<file path="src/rtl/instr_fetch_pkg.sv">
// Shared constants, npc source encoding and helpers for the fetch stage.
package instr_fetch_pkg;

    localparam int unsigned PCSIZE      = 32;
    localparam int unsigned INSTRLENGTH = 32;
    localparam logic [31:0] ZEROWORD    = 32'h0000_0000;
    localparam logic [31:0] RESET_PC    = 32'hBFC0_0000;
    localparam logic [31:0] EXC_VEC     = 32'hBFC0_0380;

    typedef enum logic [2:0] {
        NpcReset,
        NpcFlush,
        NpcStall,
        NpcPend,
        NpcBranch,
        NpcSeq
    } npc_sel_e;

    function automatic logic word_aligned(input logic [1:0] lsb);
        return lsb == 2'b00;
    endfunction

endpackage

</file>
<file path="src/rtl/fetch_npc_sel.sv">
// Priority mux selecting the next fetch address and the pending-redirect set/clear strobes.
module fetch_npc_sel
    import instr_fetch_pkg::*;
#(
    parameter int unsigned       ADDR_W   = 32,
    parameter logic [ADDR_W-1:0] RESET_PC = 32'hBFC0_0000
) (
    input  logic              i_reset,
    input  logic              i_stall,
    input  logic              i_pcsrc,
    input  logic [ADDR_W-1:0] i_pc_branch,
    input  logic              i_flush,
    input  logic [ADDR_W-1:0] i_flush_pc,
    input  logic [ADDR_W-1:0] i_pcf,
    input  logic              i_pend_v,
    input  logic [ADDR_W-1:0] i_pend_pc,
    output logic [ADDR_W-1:0] o_npc,
    output logic              o_pend_set,
    output logic              o_pend_clr
);

    npc_sel_e w_sel;

    always_comb begin
        w_sel = NpcSeq;
        if (i_reset) begin
            w_sel = NpcReset;
        end else if (i_flush) begin
            w_sel = NpcFlush;
        end else if (i_stall) begin
            w_sel = NpcStall;
        end else if (i_pend_v) begin
            w_sel = NpcPend;
        end else if (i_pcsrc) begin
            w_sel = NpcBranch;
        end
    end

    always_comb begin
        o_npc = i_pcf + ADDR_W'(4);
        unique case (w_sel)
            NpcReset:  o_npc = RESET_PC;
            NpcFlush:  o_npc = i_flush_pc;
            NpcStall:  o_npc = i_pcf;
            NpcPend:   o_npc = i_pend_pc;
            NpcBranch: o_npc = i_pc_branch;
            default:   o_npc = i_pcf + ADDR_W'(4);
        endcase
    end

    // A redirect resolved during a stall is parked until the stall lifts.
    assign o_pend_set = (w_sel == NpcStall) && i_pcsrc;
    assign o_pend_clr = (w_sel == NpcFlush) || (w_sel == NpcPend);

endmodule

</file>
<file path="src/rtl/instr_fetch.sv">
// MIPS fetch stage: PC register, instruction-SRAM read port and IF/ID-facing outputs.
module instr_fetch
    import instr_fetch_pkg::*;
#(
    parameter int unsigned       ADDR_W   = 32,
    parameter logic [ADDR_W-1:0] RESET_PC = 32'hBFC0_0000
) (
    input  logic              clock,
    input  logic              reset,
    input  logic              StallF,
    input  logic              PCSrcD,
    input  logic [ADDR_W-1:0] PCBranchD,
    input  logic              FlushF,
    input  logic [ADDR_W-1:0] FlushPC,
    output logic              inst_sram_en,
    output logic [3:0]        inst_sram_wen,
    output logic [ADDR_W-1:0] inst_sram_addr,
    output logic [31:0]       inst_sram_wdata,
    input  logic [31:0]       inst_sram_rdata,
    output logic [31:0]       InstrF,
    output logic [ADDR_W-1:0] PCF,
    output logic [ADDR_W-1:0] PCPlus4F,
    output logic              InstrValidF,
    output logic              AdelF
);

    logic [ADDR_W-1:0] r_pcf;
    logic              r_pend_v;
    logic [ADDR_W-1:0] r_pend_pc;
    logic              r_valid;
    logic              r_adel;

    logic [ADDR_W-1:0] w_npc;
    logic              w_pend_set;
    logic              w_pend_clr;

    fetch_npc_sel #(
        .ADDR_W   (ADDR_W),
        .RESET_PC (RESET_PC)
    ) u_npc_sel (
        .i_reset     (reset),
        .i_stall     (StallF),
        .i_pcsrc     (PCSrcD),
        .i_pc_branch (PCBranchD),
        .i_flush     (FlushF),
        .i_flush_pc  (FlushPC),
        .i_pcf       (r_pcf),
        .i_pend_v    (r_pend_v),
        .i_pend_pc   (r_pend_pc),
        .o_npc       (w_npc),
        .o_pend_set  (w_pend_set),
        .o_pend_clr  (w_pend_clr)
    );

    always_ff @(posedge clock) begin
        if (reset) begin
            r_pcf     <= RESET_PC;
            r_adel    <= 1'b0;
            r_valid   <= 1'b1;
            r_pend_v  <= 1'b0;
            r_pend_pc <= '0;
        end else begin
            r_pcf   <= w_npc;
            r_adel  <= !word_aligned(w_npc[1:0]);
            r_valid <= word_aligned(w_npc[1:0]);
            if (w_pend_set) begin
                r_pend_v  <= 1'b1;
                r_pend_pc <= PCBranchD;
            end else if (w_pend_clr) begin
                r_pend_v <= 1'b0;
            end
        end
    end

    // Enable stays combinational on npc so the reset-cycle read returns RESET_PC's word.
    assign inst_sram_en    = word_aligned(w_npc[1:0]);
    assign inst_sram_wen   = 4'b0000;
    assign inst_sram_addr  = w_npc;
    assign inst_sram_wdata = ZEROWORD;

    assign InstrF      = r_valid ? inst_sram_rdata : ZEROWORD;
    assign PCF         = r_pcf;
    assign PCPlus4F    = r_pcf + ADDR_W'(4);
    assign InstrValidF = r_valid;
    assign AdelF       = r_adel;

endmodule

</file>
<file path="config.mk">
export PLATFORM = sky130hd
export DESIGN_NAME = instr_fetch
export DESIGN_NICKNAME = d
export VERILOG_FILES = /design/src/rtl/instr_fetch_pkg.sv /design/src/rtl/fetch_npc_sel.sv /design/src/rtl/instr_fetch.sv
export SDC_FILE = /design/constraint.sdc
export NUM_CORES = 1
export LEC_CHECK = 0
export CAP_MARGIN = 10
export CORE_MARGIN = 1.5
export CORE_UTILIZATION = 42
export DETAILED_ROUTE_END_ITERATION = 6
export GPL_TIMING_DRIVEN = 0
export PLACE_DENSITY = 0.83
export REMOVE_ABC_BUFFERS = 1
export SLEW_MARGIN = 20
export SYNTH_ARGS = -nofsm -noshare
export SYNTH_HDL_FRONTEND = slang
export SYNTH_HIERARCHICAL = 1
export SYNTH_SLANG_ARGS = --single-unit
</file>
<file path="constraint.sdc">
create_clock -name clock -period 6.7 [get_ports clock]
set_input_delay 1.005 -clock clock [delete_from_list [all_inputs] [get_ports clock]]
set_output_delay 1.005 -clock clock [all_outputs]
set_load 0.03 [all_outputs]
</file>
==> implementation parameters, run 1 <==
Parameter                              Value

Power
  Static Leak    2.59 nW
  Clock Power Share    between 30% and 40%
  Total power density per cell area    172 nW/µm²
  Max IR drop VDD    between 0.09 and 0.1 mV
  Switching power summed over all nets    between 0.4 and 0.5 mW
  Internal power    0.824 mW
  Combinational Power Share    around a third
  Fraction of power spent switching nets    33.2%
  Post-layout power    between 1 and 1.5 mW
  Reg power frac    36.0%

Timing
  Worst clock skew    roughly 11 ps
  Min Hold Slack    ~500 ps
  Crit share post-route    a little over four fifths
  Crit path setup slack, layout    1060 ps
  Maximum frequency from static timing analysis    177 MHz
  Number of hold violations in the final report    0
  Setup TNS    0 ps
  Worst slew margin relative to its limit    ~25%
  Max-slew violation count    0
  Transition time at the pin with the least slew margin    1120 ps
  Shortest period the worst path allows    between 5000 and 6000 ps
  Setup repair after global routing missed its margin    no
  Number of failing setup endpoints in the final timing report    0

CTS
  Clk slew on worst S/H paths    approximately 70 ps
  Number of clock buffers inserted by TritonCTS    9
  Clock latency at the later pin of the worst-skew pair    340 ps
  Sink count of the clock tree    between 60 and 70
  Quantity of gates resized following cts    0
  Number of hold-repair buffers added at the cts stage    0
  CTS tree    built
  Post-CTS setup buffer count    0
  Count of H-tree levels built during CTS    3
  Clock buffer depth    2
  Root Buffer    clkbuf_8

Synthesis
  Fraction of synthesized cell area taken by the top area cell type    ~29%
  Yosys top cell by area    dfxtp_1
  Complex-gate fraction of the synthesized area    between 10% and 20%
  Post-synthesis instance area    between 4000 and 5000 µm²
  Combinational family with the most area after synthesis    simple AND/OR/NAND/NOR gates
  Cells after Synth    around 570
  Mux share of post-synthesis cell area    slightly below 7%
  Share of the yosys chip area belonging to registers    roughly 29%
  Predominant post-synthesis flop cell    dfxtp_1
  Number of flip-flops and latches in the synthesized netlist    67
  Share of the synthesized netlist area taken by xor and xnor gates    between 10% and 20%
  Yosys warnings    6
  Number of library cell types mapped by synthesis    between 40 and 50
  Average instance area after synthesis    8.24 µm²
  Ys async rst share    0%
  Cell types with the largest area share after synthesis    dfxtp_1, xnor2_1, mux2i_1
  Synthesized-area fraction occupied by and/or/nand/nor cells    between 30% and 40%
  Post-synthesis share of cell area spent on full adders, half adders and majority gates    less than 1%
  Count of flip-flops with a built-in enable after synthesis    0

Worst setup path
  Crit-path leading delay family    simple AND/OR/NAND/NOR gates
  Delay contributed by the slowest stage of the critical path    950 ps
  Cell-by-cell listing of the critical path    clkdlybuf4s50_1 -> nor4_1 -> and2_2 -> nand2_1 -> and3_1 -> a21oi_1 -> clkdlybuf4s50_1
  Worst setup path category    input port to primary output
  Kind of start point of the critical path    input port
  Critical Path Sink Type    primary output
  Crit-path slowest cell    clkdlybuf4s50_1
  Buffers plus inverters on the worst setup path    2
  Required time at the worst-slack endpoint    between 5000 and 6000 ps
  CP max FO    32
  Critical path data arrival time    between 4000 and 5000 ps
  Library cell appearing most often on the critical path    clkdlybuf4s50_1

Floorplan
  Placeable core region    10800 µm²
  Die width    about 110 µm
  Number of standard-cell rows in the floorplan    38
  Die Ht    between 100 and 150 µm
  Die area    about 12000 µm²
  Boundary pin count    268
  Starting utilization of the core area    between 40 and 50%

Final layout
  Area growth from synthesis to layout    54.0%
  Final non-filler cell area    7170 µm²
  Cell Count, Final, Fillers Out    slightly above 900
  Number of nets in the final layout    878
  Final core area utilization    around two thirds
  Ant diodes    0
  Most common cell after layout, fill and taps aside    clkdlybuf4s50_1
  Commonest cells after routing, fill and taps aside    clkdlybuf4s50_1, dfxtp_1, nor2_1
  Proportion of layout cells with a drive suffix above 1    7.31%
  Fillers    887

Route
  Drt wl/cell    approximately 18 µm
  Count of routing violations after the opening detailed-route iteration    between 300 and 400
  Routed wire length    between 15 and 20 mm
  Remaining number of nets flagged by the antenna check after routing    0
  Number of detailed-route iterations in the first pass    7
  Via Count    a little over 5000
  Routed vias/inst    5.51
  Residual DRC    0

Worst hold path
  Worst hold path type    flip-flop to flip-flop

Placed design
  Weighted congestion reported at the end of routability-driven placement    slightly above 0.8
  Buffers on Ports    ~230
  Half-perimeter wire length of the detailed placement result    11.7 mm
  Dpl ws    around 1200 ps
  Post-place instance area    between 6000 and 7000 µm²
  Number of instances in the placed design    904

Global routing
  Total global routing overflow    0
  Number of antenna violations at the first check in global routing    0
  First-pass GRT wire length    between 20 and 30 mm
  Maximum number of pins on one net before global-route repair    43
  Overall fraction of global-route tracks in use    between 20% and 30%
  Via count of the first global-routing pass    slightly below 5000

Job
  Max Cap Viol    0

Outcome
  Result of the run    finished, final reports clean
## final cells by class
type	instances	area, µm²	area share (%)
clock inverters	4	72.6	1.01
flip-flops and latches	67	1340	18.7
multi-input cells	454	3000	41.9
well taps	140	175	2.44
inverters	6	22.5	0.314
repair buffers	237	2400	33.5
clock buffers	12	155	2.16
## cell families (layout without fill, tap and decap cells)
group | after synthesis | in the layout
and+or+nand+nor | 249 | 249
adders and majority gates | 2 | 2
other | 1 | 36
DFF | 67 | 67
buffers and inverters | 79 | 259
xor gates and xnor gates | 56 | 56
AOI/OAI and AO/OA | 79 | 79
muxes | 32 | 32
## flip-flops by register name (all words and copies together) (netlist names)
signal,cells
r_pend_pc,32
PCF,32
InstrValidF,1
r_pend_v,1
AdelF,1
## layer usage
metal  global-route usage [%]  wire length (µm)
met5                        0                 0
met4                     8.18               343
met3                     6.63              1450
met2                     46.4              7910
met1                     34.6              6890
## worst min-delay path: cells and delay by family, from the launching register on
family           cells  cell delay (ps)
multiplexers         1               70
flip-flops           1              330
AND/OR/NAND/NOR      1               70
## power groups by stage
stage | clock network, mW | registers (mW) | logic (mW)
floorplan | 0 | 0.464 | 0.189
global placement | 0 | 0.451 | 0.390
detailed placement | 0 | 0.452 | 0.397
CTS | 0.397 | 0.443 | 0.399
global route | 0.414 | 0.447 | 0.421
finish | 0.389 | 0.444 | 0.400
## final timing paths
path | slack, ps | cells after the start | start | endpoint
hold / removal | 500 | 2 | r_pend_pc[7]$_SDFFE_PP0P_ | r_pend_pc[7]$_SDFFE_PP0P_
setup reg to reg | 4150 | 7 | r_pend_v$_SDFFE_PP0P_ | InstrValidF$_SDFF_PP1_
setup / recovery | 1060 | 7 | FlushF | inst_sram_addr[2]
hold reg to reg | 500 | 2 | r_pend_pc[7]$_SDFFE_PP0P_ | r_pend_pc[7]$_SDFFE_PP0P_
## cell usage after synthesis (8+ instances only)
master / instances
a21oi_1: 9
a221oi_1: 12
a222oi_1: 17
a22oi_1: 8
and2_1: 35
buf_2: 14
buf_4: 39
clkbuf_1: 18
dfxtp_1: 67
mux2i_1: 32
nand2_1: 41
nand3_1: 22
nand4_1: 9
nor2_1: 59
nor2b_1: 26
nor3_1: 10
o21ai_1: 8
or2_2: 12
xnor2_1: 37
xor2_1: 19
Note: power is estimated with default switching activity, not from simulation.
==> inputs of run 2 (changes only) <==
- CORE_UTILIZATION: 42 -> 35
- PLACE_DENSITY: 0.83 -> 0.74
- clock period: 6.7 -> 4.58 ns (I/O delays scaled with it)
==> run 2 against run 1 <==
Critical path depth stayed put. Sequential share of layout area is 0.44 points lower. Combinational power is 47% higher. Total power is 66% higher. Clock power is 110% higher. Sequential power is 46% higher. Final area is 2.4% higher. Count of clock-buffer cells in the layout stayed put. Hold slack worse by 6.1 ps. Wire length is 7.9% higher. Critical path type unchanged.
==> implementation parameters, run 2 (synthesis results as in run 1) <==
Parameter                              Value

Worst hold path
  Worst hold path type    flip-flop to flip-flop

Global routing
  Overall fraction of global-route tracks in use    about a quarter
  Maximum number of pins on one net before global-route repair    45
  First-pass GRT wire length    around 27 mm
  Number of antenna violations at the first check in global routing    2
  Total global routing overflow    0
  Via count of the first global-routing pass    4925

Timing
  Max-slew violation count    0
  Transition time at the pin with the least slew margin    999 ps
  Maximum frequency from static timing analysis    approximately 230 MHz
  Number of hold violations in the final report    0
  Setup repair after global routing missed its margin    no
  Crit share post-route    approximately 96%
  Number of failing setup endpoints in the final timing report    0
  Worst clock skew    between 5 and 6 ps
  Shortest period the worst path allows    between 4000 and 5000 ps
  Worst slew margin relative to its limit    33.4%

Placed design
  Post-place instance area    6990 µm²
  Number of instances in the placed design    between 900 and 1000
  Half-perimeter wire length of the detailed placement result    13.2 mm
  Buffers on Ports    between 200 and 250
  Weighted congestion reported at the end of routability-driven placement    0.794

Floorplan
  Die area    14000 µm²
  Placeable core region    roughly 13000 µm²
  Boundary pin count    268
  Die Ht    118 µm
  Die width    around 120 µm
  Starting utilization of the core area    between 30 and 40%
  Number of standard-cell rows in the floorplan    approximately 40

Worst setup path
  Worst R2R Setup Slack    around 2200 ps
  Kind of start point of the critical path    input port
  FF-to-FF path depth    6
  Critical Path Sink Type    primary output
  Critical path data arrival time    between 3000 and 4000 ps
  End point of the critical path    inst_sram_addr[11]
  Required time at the worst-slack endpoint    approximately 3900 ps
  Reg-to-reg critical path startpoint    PCF[7]$_SDFF_PP0_
  Setup crit start    FlushF
  CP max FO    20
  Crit Reg-Reg Endpoint    PCF[31]$_SDFF_PP1_
  Worst setup path category    input port to primary output

Final layout
  Most common cell after layout, fill and taps aside    clkdlybuf4s50_1
  Final non-filler cell area    roughly 7300 µm²
  Fillers    between 1000 and 1500
  Proportion of layout cells with a drive suffix above 1    7.44%
  Cell Count, Final, Fillers Out    about 950
  Area of the multi-input gates    between 3000 and 4000 µm²
  Sequential cell area    between 1000 and 1500 µm²
  Commonest cells after routing, fill and taps aside    clkdlybuf4s50_1, dfxtp_1, nor2_1
  Area growth from synthesis to layout    57.8%
  Number of nets in the final layout    roughly 900

Power
  Total power density per cell area    approximately 280 nW/µm²
  Switching power summed over all nets    0.629 mW
  Clock Power Share    39.5%
  Reg power frac    between 30% and 40%
  Fraction of power spent switching nets    about 31%
  Max IR drop VDD    approximately 0.17 mV
  Combinational Power Share    between 20% and 30%
  Static Leak    2.65 nW
  Internal power    1.42 mW

CTS
  Count of H-tree levels built during CTS    3
  Clock buffer depth    2
  Sink count of the clock tree    67
  Root Buffer    clkbuf_16
  CTS tree    built
  Clk slew on worst S/H paths    around 60 ps
  Clock latency at the later pin of the worst-skew pair    330 ps
  Number of clock buffers inserted by TritonCTS    9

Route
  Number of detailed-route iterations in the first pass    7
  Drt wl/cell    approximately 19 µm
  Routed vias/inst    between 5 and 6
  Remaining number of nets flagged by the antenna check after routing    0
  Via Count    5014
  Routed wire length    approximately 18 mm
  Residual DRC    0
  Count of routing violations after the opening detailed-route iteration    between 300 and 400

Job
  Max Cap Viol    0

Outcome
  Result of the run    finished, final reports clean
-- run 2: worst min path at each step --
stage	depth (start not counted)	from	to	slack, ps
4_1_cts	2	r_pend_pc[2]$_SDFFE_PP0P_	r_pend_pc[2]$_SDFFE_PP0P_	500
5_1_grt	2	r_pend_pc[4]$_SDFFE_PP0P_	r_pend_pc[4]$_SDFFE_PP0P_	530
2_1_floorplan	2	r_pend_pc[10]$_SDFFE_PP0P_	r_pend_pc[10]$_SDFFE_PP0P_	460
6_report	2	r_pend_pc[20]$_SDFFE_PP0P_	r_pend_pc[20]$_SDFFE_PP0P_	500
3_3_place_gp	2	r_pend_pc[1]$_SDFFE_PP0P_	r_pend_pc[1]$_SDFFE_PP0P_	470
3_5_place_dp	2	r_pend_pc[22]$_SDFFE_PP0P_	r_pend_pc[22]$_SDFFE_PP0P_	490
-- run 2: stage by stage --
| stage | power, mW | util [%] | setup slack (ps) | TNS (ps) | hold slack (ps) |
|---|---|---|---|---|---|
| after detailed placement | 1.25 | 54.5 | -486 | -6970 | 488 |
| after global routing | 2.12 | 57.3 | 133 | 0 | 531 |
| after CTS | 2.06 | 57.2 | 222 | 0 | 501 |
| after global placement | 1.24 | 53.6 | -3530 | -257020 | 473 |
| after floorplan | 0.955 | - | 819 | 0 | 460 |
| final | 2.05 | 57.3 | 200 | 0 | 497 |
-- run 2: area by class of cell --
type	instances	area share (%)
inverter	6	0.307
antenna	2	0.0681
clock buffer	12	3.35
multi-input combinational	454	41.0
timing repair buffer	237	32.7
sequential	67	18.3
tap	172	2.93
clock inverter	4	1.33
-- run 2: power by group through the flow --
stage	Combinational [mW]	Clock (mW)	Sequential [mW]
final	0.589	0.808	0.649
after global routing	0.616	0.847	0.654
after CTS	0.589	0.820	0.649
after detailed placement	0.585	0	0.661
after global placement	0.576	0	0.660
after floorplan	0.276	0	0.679
-- run 2: worst max-delay path: stages --
cell and delay, ps:
dlygate4sd2_1 860, nor2b_2 570, buf_8 230, a222oi_1 110
and3_1 220, a21oi_1 240, clkdlybuf4s50_1 750
-- run 2: timing repair --
action / 4_1_cts / 5_1_grt
buffers inserted: 0 / 0
hold buffers: 0 / 0
endpoints found under the hold margin: 0 / 0
endpoints found under the setup margin: 33 / 0
resized for setup: 4 / 0
-- run 2: per-layer routing --
layer	part of all wire, %	wire length, µm	up-vias	GRT usage (%)
li1	-	-	2361	-
met1	40	7220	2368	29.3
met2	51	9100	256	43.6
met3	6.8	1220	29	4.15
met4	2.1	368	0	10.4
met5	0	0	-	0
==> inputs of run 3 (changes only) <==
- CAP_MARGIN: 10 -> 5
- CELL_PAD_IN_SITES_DETAIL_PLACEMENT: unset -> 1
- CELL_PAD_IN_SITES_GLOBAL_PLACEMENT: unset -> 1
- CORE_UTILIZATION: 35 -> 40
- DONT_BUFFER_PORTS: unset -> 1
- PLACE_DENSITY: 0.74 -> 0.72
==> run 3 against run 2 <==
Wire length is 11% lower. Sequential power increased by 5.1%. Die area shrank 12%. Critical path depth shrank 3. Clock power fell by 17%. Cell count shrank 28%. Combinational power shrank 47%. Critical path type is now flip-flop to primary output. Largest power group is now sequential cells.
==> implementation parameters, run 3 (synthesis results as in run 1) <==
Parameter                              Value

CTS
  Clock buffer depth    2
  Root Buffer    clkbuf_16
  Number of clock buffers inserted by TritonCTS    9
  Clock latency at the later pin of the worst-skew pair    330 ps
  Quantity of gates resized following cts    0
  Number of hold-repair buffers added at the cts stage    0
  Sink count of the clock tree    67
  Count of H-tree levels built during CTS    3
  CTS tree    built
  Post-CTS setup buffer count    0
  Clk slew on worst S/H paths    60 ps

Final layout
  Area growth from synthesis to layout    4.97%
  Cell Count, Final, Fillers Out    690
  Final core area utilization    between 40% and 50%
  Most common cell after layout, fill and taps aside    dfxtp_1
  Ant diodes    0
  Sequential cell area    around 1300 µm²
  Commonest cells after routing, fill and taps aside    dfxtp_1, nor2_1, nand2_1
  Proportion of layout cells with a drive suffix above 1    a little under 10%
  Area of the multi-input gates    approximately 3000 µm²
  Fillers    roughly 1400
  Number of nets in the final layout    about 650

Worst setup path
  Kind of start point of the critical path    flip-flop
  Critical Path Sink Type    primary output
  Required time at the worst-slack endpoint    about 4000 ps
  Worst setup path category    flip-flop to primary output
  CP max FO    11
  Critical path data arrival time    3170 ps

Placed design
  Weighted congestion reported at the end of routability-driven placement    roughly 0.8
  Buffers on Ports    0
  Number of instances in the placed design    675
  Half-perimeter wire length of the detailed placement result    between 10 and 15 mm
  Dpl ws    between 900 and 1000 ps

Route
  Via Count    approximately 4100
  Residual DRC    0
  Count of routing violations after the opening detailed-route iteration    ~310
  Routed wire length    between 15 and 20 mm
  Remaining number of nets flagged by the antenna check after routing    0
  Routed vias/inst    6.00
  Drt wl/cell    roughly 23 µm
  Number of detailed-route iterations in the first pass    6

Global routing
  Overall fraction of global-route tracks in use    25.4%
  Total global routing overflow    0
  Number of antenna violations at the first check in global routing    1
  Maximum number of pins on one net before global-route repair    82
  Via count of the first global-routing pass    between 4000 and 5000
  First-pass GRT wire length    ~25 mm

Power
  Static Leak    about 1.7 nW
  Total power density per cell area    about 340 nW/µm²
  Max IR drop VDD    approximately 0.23 mV
  Post-layout power    roughly 1.7 mW

Timing
  Crit path setup slack, layout    720 ps
  Maximum frequency from static timing analysis    between 200 and 300 MHz
  Number of failing setup endpoints in the final timing report    0
  Worst clock skew    around 5.0 ps
  Number of hold violations in the final report    0
  Crit share post-route    between 80% and 90%
  Worst slew margin relative to its limit    between 20 and 30%
  Setup repair after global routing missed its margin    no
  Transition time at the pin with the least slew margin    around 1100 ps
  Setup TNS    0 ps
  Shortest period the worst path allows    3860 ps
  Max-slew violation count    0

Floorplan
  Die Ht    111 µm
  Number of standard-cell rows in the floorplan    39
  Placeable core region    approximately 11000 µm²
  Die area    12300 µm²
  Starting utilization of the core area    41.0%
  Boundary pin count    268
  Die width    111 µm

Worst hold path
  Worst hold path type    input port to flip-flop

Job
  Max Cap Viol    0

Outcome
  Result of the run    finished, final reports clean
==> run 3: changes by cell type in the layout (fill, tap and decap cells not counted), sizes merged <==
cell | previous run | this run
buf | 7 | 5
bufinv | 3 | 1
clkdlybuf4s50 | 229 | 0
clkinv | 0 | 2
clkinvlp | 1 | 0
diode | 2 | 0
dlygate4sd2 | 1 | 0
==> run 3: stage by stage <==
stage / instance area [µm²] / hold slack (ps)
after global routing: 4890 / 409
after CTS: 4890 / 407
after global placement: 4520 / 473
after detailed placement: 4610 / 486
final: 4890 / 416
after floorplan: 4340 / 460
==> run 3: report_power, final <==
group          total, mW  switching [mW]  internal (mW)
logic              0.315           0.238         0.0768
clock network      0.672           0.255          0.417
registers          0.682          0.0774          0.605
total               1.67           0.570           1.10
==> run 3: critical path: stages, from the launching register on <==
cell and delay [ps]:
dfxtp_1 740, nand3_1 380, nor4_1 860, nand4_1 240
xnor2_1 620
==> run 3: worst paths after layout <==
check	depth (start not counted)	endpoint	from	slack, ps
max	4	PCPlus4F[31]	PCF[4]$_SDFF_PP0_	720
max reg2reg	7	PCF[28]$_SDFF_PP1_	PCF[2]$_SDFF_PP0_	1460
min	1	r_pend_pc[2]$_SDFFE_PP0P_	reset	420
min reg2reg	2	r_pend_pc[14]$_SDFFE_PP0P_	r_pend_pc[14]$_SDFFE_PP0P_	500
==> run 3: layout make-up <==
class                           count  share of cell area [%]
Inverter                            6                   0.461
Multi-Input combinational cell    454                    61.5
Timing Repair Buffer                5                    1.25
Sequential cell                    67                    27.4
Tap cell                          143                    3.66
Clock buffer                       12                    4.84
Clock inverter                      3                   0.819
==> run 3: per-layer routing <==
layer  routed length (µm)  GRT usage [%]
met3                 1370           8.53
met4                  272           8.97
met1                 7020           32.7
met5                   13              0
met2                 7290           39.8
